### src/rtl/instruction_fetch.sv
// Instruction fetch unit: one outstanding memory read, a 2-entry {instr, pc} output FIFO,
// and branch redirect with flush and dropping of an in-flight read.
module instruction_fetch #(
  parameter int unsigned            ADDR_W   = 8,
  parameter int unsigned            INSTR_W  = 32,
  parameter logic [ADDR_W-1:0]      RESET_PC = '0
) (
  input  logic               clk,
  input  logic               reset,
  output logic               imem_req,
  output logic [ADDR_W-1:0]  imem_addr,
  input  logic               imem_ack,
  input  logic [INSTR_W-1:0] imem_rdata,
  input  logic               br_valid,
  input  logic               br_cond,
  input  logic               ZF,
  input  logic [ADDR_W-1:0]  br_target,
  output logic               out_valid,
  input  logic               out_ready,
  output logic [INSTR_W-1:0] out_instr,
  output logic [ADDR_W-1:0]  out_pc
);

  logic [ADDR_W-1:0]  pc_q;
  logic               pend_q;
  logic               drop_q;
  logic [ADDR_W-1:0]  req_addr_q;
  logic [1:0]         count_q;
  logic [INSTR_W-1:0] head_instr_q, tail_instr_q;
  logic [ADDR_W-1:0]  head_pc_q, tail_pc_q;

  logic taken;
  logic issue;
  logic push;
  logic pop;

  assign taken = br_valid & (~br_cond | ZF);
  // Gating with reset keeps imem_req low while reset is held, independent of the clock.
  assign issue = reset & ~pend_q & (count_q < 2'd2) & ~taken;
  assign push  = imem_ack & pend_q & ~drop_q & ~taken;
  assign pop   = out_valid & out_ready;

  assign imem_req  = issue;
  assign imem_addr = pc_q;
  assign out_valid = (count_q != 2'd0);
  assign out_instr = head_instr_q;
  assign out_pc    = head_pc_q;

  always_ff @(posedge clk or negedge reset) begin
    if (!reset) begin
      pc_q       <= RESET_PC;
      pend_q     <= 1'b0;
      drop_q     <= 1'b0;
      req_addr_q <= '0;
    end else begin
      if (taken) begin
        pc_q <= br_target;
      end else if (issue) begin
        pc_q <= pc_q + 1'b1;
      end

      if (issue) begin
        pend_q     <= 1'b1;
        drop_q     <= 1'b0;
        req_addr_q <= pc_q;
      end else if (pend_q && imem_ack) begin
        pend_q <= 1'b0;
      end else if (pend_q && taken) begin
        // Keep the slot busy until the stale ack returns, then discard it.
        drop_q <= 1'b1;
      end
    end
  end

  always_ff @(posedge clk or negedge reset) begin
    if (!reset) begin
      count_q      <= 2'd0;
      head_instr_q <= '0;
      head_pc_q    <= '0;
      tail_instr_q <= '0;
      tail_pc_q    <= '0;
    end else if (taken) begin
      count_q <= 2'd0;
    end else begin
      unique case ({push, pop})
        2'b10: begin
          if (count_q == 2'd0) begin
            head_instr_q <= imem_rdata;
            head_pc_q    <= req_addr_q;
          end else begin
            tail_instr_q <= imem_rdata;
            tail_pc_q    <= req_addr_q;
          end
          count_q <= count_q + 2'd1;
        end
        2'b01: begin
          if (count_q == 2'd2) begin
            head_instr_q <= tail_instr_q;
            head_pc_q    <= tail_pc_q;
          end
          count_q <= count_q - 2'd1;
        end
        2'b11: begin
          if (count_q == 2'd2) begin
            head_instr_q <= tail_instr_q;
            head_pc_q    <= tail_pc_q;
            tail_instr_q <= imem_rdata;
            tail_pc_q    <= req_addr_q;
          end else begin
            head_instr_q <= imem_rdata;
            head_pc_q    <= req_addr_q;
          end
        end
        default: ;
      endcase
    end
  end

endmodule

### config.mk
export PLATFORM = sky130hd
export DESIGN_NAME = instruction_fetch
export DESIGN_NICKNAME = d
export VERILOG_FILES = /design/src/rtl/instruction_fetch.sv
export SDC_FILE = /design/constraint.sdc
export NUM_CORES = 1
export LEC_CHECK = 0
export CELL_PAD_IN_SITES_DETAIL_PLACEMENT = 0
export CELL_PAD_IN_SITES_GLOBAL_PLACEMENT = 1
export CORE_AREA = 3 3 81 122
export CTS_BUF_LIST = sky130_fd_sc_hd__clkbuf_16
export DETAILED_ROUTE_END_ITERATION = 10
export DIE_AREA = 0 0 84 125
export DONT_BUFFER_PORTS = 1
export MAX_ROUTING_LAYER = met4
export PLACE_DENSITY = 0.88
export SKIP_CTS_REPAIR_TIMING = 1
export SLEW_MARGIN = 20
export SYNTH_ARGS = -nofsm -noshare
export SYNTH_HDL_FRONTEND = slang
export SYNTH_SLANG_ARGS = --single-unit
### constraint.sdc
create_clock -name clk -period 3.25 [get_ports clk]
set_input_delay 0.1625 -clock clk [delete_from_list [all_inputs] [get_ports clk]]
set_output_delay 0.1625 -clock clk [all_outputs]
set_load 0.03 [all_outputs]
**After elaboration in Yosys (flattened, before gate mapping)**

Cells that the tools add are included.
Widths: inputs -> output; s select.

- Flip-flop bits (word level): 100
- Bits of input ports: 47
- Output and inout bits: 50
- Word-level logic and storage cells: 71

- Add/sub/neg operators: 3
- Order comparisons: 1
- Equality and inequality tests: 9
- Mux-type cells: 23
- Bitwise gates (word level): 13
- Reductions and logical operators: 13

Operators by type and width:

| operator | count |
|---|---|
| $mux 32 | 5 |
| $pmux 32 s3 | 1 |
| $pmux 32 s2 | 1 |
| $mux 8 | 7 |
| $pmux 8 s3 | 1 |
| $pmux 8 s2 | 1 |
| $ne 2x2->1 const B | 5 |
| $reduce_bool 2->1 | 5 |
| $add 8x1->8 const B | 1 |
| $and 1x1->1 | 8 |
| $reduce_and 4->1 | 2 |
| $eq 2x2->1 const B | 3 |
| $reduce_bool 3->1 | 2 |
| $mux 1 | 5 |
| $not 1->1 | 4 |
| $pmux 2 s2 | 1 |
| $add 2x1->2 const B | 1 |
| $eq 2x1->1 const B | 1 |
| $logic_and 1x1->1 | 2 |
| $logic_not 2->1 | 1 |
| $lt 2x2->1 const B | 1 |
| $mux 2 | 1 |
| $reduce_and 2->1 | 1 |
| $sub 2x1->2 const B | 1 |
| $or 1x1->1 | 1 |

**Depth between registers and ports, before layout**

Gate-level depths: netlist of the first run.

- Depth after elaboration: 8
- Depth in mapped cells: 7
- Mapped depth without buffers: 5

**Worst setup path after synthesis of the first run**

Ideal clock, no wire load.

- Path type: flip-flop to flip-flop
- Start point: register count_q[0]
- End point: register tail_instr_q[0]
- Setup time: 0.125 ns
- Data arrival time: 1.538 ns
- Data required time: 3.125 ns
- Slack: 1.587 ns
- Stages on the path, launching flop included: 7
- Path buffers: 3
- Period minus slack after synthesis: 1.663 ns
- Cell sequence: dfrtp_1 > or2_1 > buf_2 > and4_4 > buf_6 > buf_6 > mux2_4

- Cells in the longest elaborated chain, start to end: 5
- Elaborated cells on any way between the ends: 11
- Those cells by class: eq/ne: 5; mux: 1; bitwise: 1; reduce/logical: 4

Ends and longest elaborated chain:

| item | line | source |
|---|---|---|
| start, declared | 28 | `logic [1:0] count_q;` |
| start signal, assigned | 94 | `count_q <= count_q + 2'd1;` |
| start signal, assigned | 101 | `count_q <= count_q - 2'd1;` |
| $reduce_bool 2->1 (*) | 45 | `assign out_valid = (count_q != 2'd0);` |
| via out_valid | 18 | `output logic out_valid,` |
| $and 1x1->1 (*) | 41 | `assign pop = out_valid & out_ready;` |
| $eq 2x2->1 | 85 | `unique case ({push, pop})` |
| $ne 2x2->1 (no source line) or $reduce_bool 2->1 (tied branches) | n/a |  |
| $reduce_and 4->1 (no source line) | n/a |  |
| end signal, assigned | 91 | `tail_instr_q <= imem_rdata;` |
| end signal, assigned | 107 | `tail_instr_q <= imem_rdata;` |
| end, declared | 29 | `logic [INSTR_W-1:0] head_instr_q, tail_instr_q;` |

The timed path passes the listed nets; every way through them passes the cells marked *.
A chain may end at the register's enable or synchronous reset.

**Worst setup path after layout of the first run**

- Start point: register count_q[0]
- End point: register head_instr_q[7], in the netlist out_instr[7]

- Cells in the longest elaborated chain, start to end: 5
- Elaborated cells on any way between the ends: 13
- Those cells by class: eq/ne: 6; mux: 2; bitwise: 1; reduce/logical: 4

Ends and longest elaborated chain:

| item | line | source |
|---|---|---|
| $reduce_bool 2->1 (*) | 45 |  |
| via out_valid | 18 |  |
| $and 1x1->1 (*) | 41 |  |
| $eq 2x1->1 or $eq 2x2->1 (tied branches) | 85 |  |
| $ne 2x2->1 (no source line) or $reduce_bool 3->1 (tied branches) | n/a |  |
| $reduce_and 4->1 (no source line) | n/a |  |
| end signal, assigned | 88 | `head_instr_q <= imem_rdata;` |
| end signal, assigned | 98 | `head_instr_q <= tail_instr_q;` |
| end signal, assigned | 105 | `head_instr_q <= tail_instr_q;` |
| end, declared | 29 |  |

Marks and branches as above.

==> results of run 1 <==
==> cell usage in the layout, fill, tap and decap left out, drive strengths merged, types with 2 or more instances in the layout <==
cell type and instances:
o211ai 2, a21oi 41, xnor2 6, nor3 3
nand3b 2, mux2 48, bufinv 3, buf 10
clkbuf 9, nor2 5, inv 3, o21ai 49
nand2 18, nand4 2, nand3 40, clkinv 3
nand2b 2, dlygate4sd3 41, and2 2, mux2i 2
dfrtp 100, a31oi 40, xor2 2
==> cell usage after synthesis, types with 2 or more instances <==
master | n | area share (%)
a21oi_1 | 41 | 4.4
a31oi_1 | 40 | 5.3
and2_1 | 2 | 0.27
buf_2 | 10 | 1.1
buf_6 | 9 | 2.2
clkbuf_1 | 18 | 1.4
dfrtp_1 | 100 | 53
inv_1 | 2 | 0.16
mux2_2 | 8 | 1.9
mux2_4 | 40 | 13
mux2i_1 | 2 | 0.43
nand2_1 | 18 | 1.4
nand2b_1 | 2 | 0.27
nand3_1 | 40 | 4.3
nand3b_1 | 2 | 0.32
nand4_1 | 2 | 0.27
nor2_1 | 5 | 0.40
nor3_1 | 3 | 0.32
o21ai_0 | 49 | 5.2
xnor2_1 | 6 | 1.1
xor2_1 | 2 | 0.37
==> cell type report <==
type	count	area, um2	share of cell area (%)
multi-input combinational	274	1970	36.1
clock buffer	9	225	4.13
inverter	3	11.3	0.206
clock inverter	6	104	1.90
tap	110	138	2.52
sequential	100	2500	45.8
timing repair buffer	51	505	9.26
==> worst min-delay path by stage <==
| stage | from | endpoint | slack, ns | depth (start not counted) |
|---|---|---|---|---|
| 4_1_cts | reset | req_addr_q[2]$_DFFE_PN0P_ | -0.49 | 0 |
| 2_1_floorplan | reset | count_q[0]$_DFFE_PN0P_ | -0.13 | 0 |
| 3_5_place_dp | reset | out_instr[2]$_DFFE_PN0P_ | -0.13 | 0 |
| 6_report | imem_rdata[11] | out_instr[11]$_DFFE_PN0P_ | -0.01 | 2 |
| 5_1_grt | imem_rdata[28] | out_instr[28]$_DFFE_PN0P_ | 0.0009 | 2 |
| 3_3_place_gp | reset | out_instr[3]$_DFFE_PN0P_ | -0.13 | 0 |
==> state kept, by name, indices dropped and copies added (netlist names) <==
name / cells
req_addr_q: 8
pend_q: 1
out_instr: 32
tail_pc_q: 8
count_q: 2
drop_q: 1
imem_addr: 8
out_pc: 8
tail_instr_q: 32
==> stage by stage <==
step / utilization [%] / area (um2)
2_1_floorplan: - / 4700
3_3_place_gp: 52.8 / 4690
3_5_place_dp: 52.8 / 4690
4_1_cts: 56.5 / 5020
5_1_grt: 61.5 / 5460
6_report: 61.5 / 5460
==> cells by family after synthesis <==
group                    Yosys count  synth area share (%)
XOR/XNOR                           8                  1.49
buffers and inverters             41                  5.06
multiplexers                      50                  15.1
adder cells (fa/ha/maj)            1                 0.266
AO/OA/AOI/OAI                    134                  15.7
flip-flops                       100                  53.2
AND/OR/NAND/NOR                   81                  9.08
==> metal layers <==
metal  up-vias  track usage (%)  wire (um)
met5         -                -          0
met4         0             8.05        304
li1       1559                -          -
met3        23             6.52        623
met1      1732             25.3       4390
met2       108             35.5       5870
==> worst register-to-register path: cells and delay by family, from the launching register on <==
| family | cells | cell delay [ns] |
|---|---|---|
| AOI/OAI and AO/OA | 3 | 0.92 |
| buffers and inverters | 1 | 0.39 |
| DFF | 1 | 0.45 |
| and+or+nand+nor | 1 | 0.45 |
==> power breakdown <==
part,internal (mW),leakage [nW],switching (mW)
clock,0.742,0.163,0.436
combinational,0.501,0.859,0.359
sequential,1.72,1.22,0.895
==> results by group, run 1 <==
Timing
  – Final Critical Period: between 2 and 2.5 ns
  – Worst slew pin tran: between 0.7 and 0.8 ns
  – RSZ-0062 raised after global routing: false
  – Final Slew Violations: 0
  – Final setup viols: 0
  – Skew final: around 0.0056 ns
  – WHS: -0.0103 ns
  – Count of final hold-check violations: 11
  – Setup TNS: 0 ns
  – Slew headroom: approximately 47%
  – Period utilization: 70.7%
  – Max Fclk: between 400 and 500 MHz
  – Setup ws final: 0.951 ns

Synth
  – Count of cell types in the netlist: 35
  – Post-synth ARST share: 100%
  – Synthesized cell area: 4700 um2
  – FF+latch count, synth: 100
  – Post-Syn Nets: ~460
  – Synth Area per Inst: between 10 and 15 um2
  – Post-synth EDFFs: 0
  – Register area share after synthesis: between 50% and 60%
  – Top FF cell, synth: dfrtp_1
  – Synth warnings: 0
  – Synth Instances: between 400 and 500

Critical path
  – Critical Path RT: approximately 3.5 ns
  – Slowest cell on crit path: o211ai_4
  – R2R Path Start: count_q[0]$_DFFE_PN0P_
  – Endpoint type of the worst setup path: flop
  – Critical Path Sink: out_instr[7]$_DFFE_PN0P_
  – CP peak stage delay: approximately 0.57 ns
  – Reg2reg setup slack: 0.95 ns
  – Crit path from: count_q[0]$_DFFE_PN0P_
  – CP top delay family: compound AO/OA/AOI/OAI gates
  – Bufs and invs on worst path: 1
  – Cell chain of the critical path: or2_1 > o211ai_4 > buf_4 > a21oi_1 > a31oi_1
  – R2R depth: 5
  – CP Launch Type: flop
  – Critical Path Fanout Max: 24
  – R2R Path End: out_instr[7]$_DFFE_PN0P_
  – Crit path arrival time: between 2 and 3 ns
  – Critical path class: flop to flop
  – Crit path depth: 5

Final layout
  – Final Non-Filler Cells: 553
  – Area Overhead vs Synth: 16.2%
  – Ant diodes: 0
  – Fill cell count: between 700 and 800
  – Fin nets: 487
  – Share of layout cells above drive strength 1: 17.8%

Placement
  – DP Cell Count: around 500
  – Placement Setup Slack: just under 1 ns
  – Final RePlAce weighted congestion: 0.822
  – PortBufs: 0
  – Hpwl dp: 6.92 mm

Global routing
  – Pin count of the biggest net entering global routing: ~100
  – Aggregate global routing overflow: 0
  – Initial antenna violation count: 0
  – Gr usage total: between 20% and 30%
  – Vias in the first global route: between 3000 and 4000
  – Global-route wire length before repair: 17.7 mm

Die
  – CORE AREA: around 8900 um2
  – Io pins: 97
  – Initial core utilization: between 50 and 60%
  – Die Y: ~130 um
  – Placement Rows: 42
  – Die Area: approximately 11000 um2
  – Die W: about 84 um

Drt
  – Detailed-route via count: 3422
  – Pre-antenna DRT Iters: 4
  – DRT iter0 DRCs: approximately 250
  – DRC: 0
  – Final WL: ~11 mm
  – Avg Vias per Cell: approximately 6.2
  – Post-route ant nets: 0
  – DR WL/cell: 20.2 um

Clock network
  – Root buf cell: clkbuf_16
  – Worst-Skew Late Latency: between 0.3 and 0.4 ns
  – Htree depth: 3
  – CTS clk-pin slew, worst paths: roughly 0.060 ns
  – CTS tree: yes
  – Number of buffers created by CTS: 9
  – # clock sinks: 100
  – Clock Tree Buf Depth: 2

Power and ir drop
  – Worst vdd ir: 456 uV
  – Total Power: 4.65 mW
  – P_leak: 2.24 nW
  – Cell area power density: around 850 nW/um2

Outcome
  – Status: finished with violations
  – Failing checks: negative hold slack

Flow run
  – Max-Cap Viols: 0

Worst hold path
  – Worst hold path class: primary input to flop
Note: power is estimated with default switching activity, not from simulation.
==> run 2: changes to the inputs <==
--- a/config.mk
+++ b/config.mk
@@ -7,13 +7,13 @@
 export LEC_CHECK = 0
 export CELL_PAD_IN_SITES_DETAIL_PLACEMENT = 0
 export CELL_PAD_IN_SITES_GLOBAL_PLACEMENT = 1
-export CORE_AREA = 3 3 81 122
+export CORE_AREA = 3 3 84 126
 export CTS_BUF_LIST = sky130_fd_sc_hd__clkbuf_16
 export DETAILED_ROUTE_END_ITERATION = 10
-export DIE_AREA = 0 0 84 125
+export DIE_AREA = 0 0 87 129
 export DONT_BUFFER_PORTS = 1
 export MAX_ROUTING_LAYER = met4
-export PLACE_DENSITY = 0.88
+export PLACE_DENSITY = 0.83
 export SKIP_CTS_REPAIR_TIMING = 1
 export SLEW_MARGIN = 20
 export SYNTH_ARGS = -nofsm -noshare
==> constraint.sdc (replaced) <==
create_clock -name clk -period 2.4 [get_ports clk]
set_input_delay 0.12 -clock clk [delete_from_list [all_inputs] [get_ports clk]]
set_output_delay 0.12 -clock clk [all_outputs]
set_load 0.03 [all_outputs]
==> results by group, run 2 (synthesis results as in run 1) <==
Outcome
  – Status: finished with violations (unchanged)
  – Failing checks: negative hold slack (unchanged)

Global routing
  – Initial antenna violation count: 0 (unchanged)
  – Global-route wire length before repair: 18.4 mm (was 17.7 mm)
  – Aggregate global routing overflow: 0 (unchanged)
  – Vias in the first global route: 3470 (was 3366)
  – Pin count of the biggest net entering global routing: 103 (unchanged)
  – Gr usage total: 21.8% (was 21.7%)

Final layout
  – Ant diodes: 0 (unchanged)
  – Most common library cell in the layout ignoring fill and taps: dfrtp_1 (unchanged)
  – Post-route cell area: 5430 um2 (was 5460 um2)
  – Fin nets: 486 (was 487)
  – Share of layout cells above drive strength 1: 17.8% (unchanged)
  – Area Overhead vs Synth: 15.6% (was 16.2%)
  – Final Non-Filler Cells: 558 (was 553)
  – Most frequent cells in the layout: dfrtp_1 (100), o21ai_0 (49), a21oi_1 (41), dlygate4sd3_1 (41) (unchanged)

Power and ir drop
  – Worst vdd ir: 611 uV (was 456 uV)
  – P_leak: 2.21 nW (was 2.24 nW)
  – Cell area power density: 1120 nW/um2 (was 853 nW/um2)
  – Total Power: 6.06 mW (was 4.65 mW)

Die
  – Io pins: 97 (unchanged)
  – Die Y: 129 um (was 125 um)
  – CORE AREA: 9630 um2 (was 8880 um2)
  – Die W: 87 um (was 84 um)
  – Initial core utilization: 48.8% (was 52.9%)
  – Placement Rows: 44 (was 42)
  – Die Area: 11200 um2 (was 10500 um2)

Clock network
  – Worst-Skew Late Latency: 0.34 ns (about the same)
  – Clock Tree Buf Depth: 2 (unchanged)
  – Htree depth: 3 (unchanged)
  – CTS tree: yes (unchanged)
  – Number of buffers created by CTS: 9 (unchanged)
  – CTS clk-pin slew, worst paths: 0.07 ns (was 0.06 ns)
  – Root buf cell: clkbuf_16 (unchanged)
  – # clock sinks: 100 (unchanged)

Drt
  – DRT iter0 DRCs: 240 (was 248)
  – Pre-antenna DRT Iters: 4 (unchanged)
  – Final WL: 11.7 mm (was 11.2 mm)
  – Post-route ant nets: 0 (unchanged)
  – DR WL/cell: 20.9 um (was 20.2 um)
  – Detailed-route via count: 3475 (was 3422)
  – Avg Vias per Cell: 6.23 (was 6.19)
  – DRC: 0 (unchanged)

Flow run
  – Max-Cap Viols: 0 (unchanged)

Critical path
  – Crit path from: count_q[1]$_DFFE_PN0P_ (was count_q[0]$_DFFE_PN0P_)
  – Critical path class: flop to flop (unchanged)
  – Critical Path Fanout Max: 9 (was 24)
  – R2R depth: 4 (was 5)
  – Critical Path Sink: req_addr_q[1]$_DFFE_PN0P_ (was out_instr[7]$_DFFE_PN0P_)
  – Endpoint type of the worst setup path: flop (unchanged)
  – Reg2reg setup slack: 0.61 ns (was 0.95 ns)
  – R2R Path Start: count_q[1]$_DFFE_PN0P_ (was count_q[0]$_DFFE_PN0P_)
  – Crit path arrival time: 2.01 ns (was 2.55 ns)
  – R2R Path End: req_addr_q[1]$_DFFE_PN0P_ (was out_instr[7]$_DFFE_PN0P_)
  – Critical Path RT: 2.62 ns (was 3.50 ns)
  – CP Launch Type: flop (unchanged)

Timing
  – RSZ-0062 raised after global routing: false (unchanged)
  – Slew headroom: 34.0% (was 47.0%)
  – Worst slew pin tran: 0.986 ns (was 0.795 ns)
  – WHS: -0.529 ns (was -0.0103 ns)
  – Max Fclk: 559 MHz (was 435 MHz)
  – Period utilization: 74.6% (was 70.7%)
  – Final setup viols: 0 (unchanged)
  – Final Slew Violations: 0 (unchanged)
  – Setup TNS: 0 ns (unchanged)
  – Count of final hold-check violations: 102 (was 11)
  – Final Critical Period: 1.79 ns (was 2.30 ns)
  – Skew final: 0.00679 ns (was 0.00562 ns)
  – Setup ws final: 0.610 ns (was 0.951 ns)

Placement
  – Post-DP Area: 4750 um2 (was 4690 um2)
  – DP Cell Count: 501 (was 496)
  – PortBufs: 0 (unchanged)
  – Placement Setup Slack: 0.606 ns (was 0.983 ns)
  – Hpwl dp: 6.61 mm (was 6.92 mm)
  – Final RePlAce weighted congestion: 0.776 (was 0.822)

Worst hold path
  – Worst hold path class: primary input to async pin (was primary input to flop)
[run 2: final cells by class]
cell class / instances / area [um2]
repair buffers: 50 / 528
clock inverters: 7 / 51.3
flip-flops and latches: 100 / 2500
fillers: 811 / 4200
well taps: 115 / 144
clock buffers: 9 / 225
multi-input cells: 274 / 1970
inverters: 3 / 11.3
[run 2: worst min-delay path by stage]
stage | slack (ns) | end | start
5_1_grt | -0.54 | imem_addr[1]$_DFFE_PN0P_ | reset
4_1_cts | -0.54 | out_instr[9]$_DFFE_PN0P_ | reset
6_report | -0.53 | out_instr[6]$_DFFE_PN0P_ | reset
3_5_place_dp | -0.17 | tail_instr_q[1]$_DFFE_PN0P_ | reset
2_1_floorplan | -0.18 | count_q[0]$_DFFE_PN0P_ | reset
3_3_place_gp | -0.17 | tail_instr_q[1]$_DFFE_PN0P_ | reset
[run 2: critical path: stages, from the launching register on]
cell and delay, ns:
dfrtp_1 0.44, nor3b_2 0.39, nand2_1 0.17, inv_2 0.29
mux2_2 0.38
[run 2: stage by stage]
step                utilization, %  hold WS, ns
finish                        56.4       -0.529
CTS                           52.1       -0.544
floorplan                        -       -0.176
global route                  56.4       -0.542
global placement              49.3       -0.172
detailed placement            49.3       -0.173
[run 2: metal layers]
| metal | track usage, % | routed length, um | vias up |
|---|---|---|---|
| li1 | - | - | 1563 |
| met4 | 8.81 | 162 | 0 |
| met3 | 4.48 | 517 | 13 |
| met5 | - | 0 | - |
| met2 | 34.9 | 6180 | 102 |
| met1 | 26.6 | 4830 | 1797 |
[run 2: report_power, final]
group          internal [mW]  switching (mW)
registers               2.33            1.21
clock network          0.707           0.648
logic                  0.689           0.471
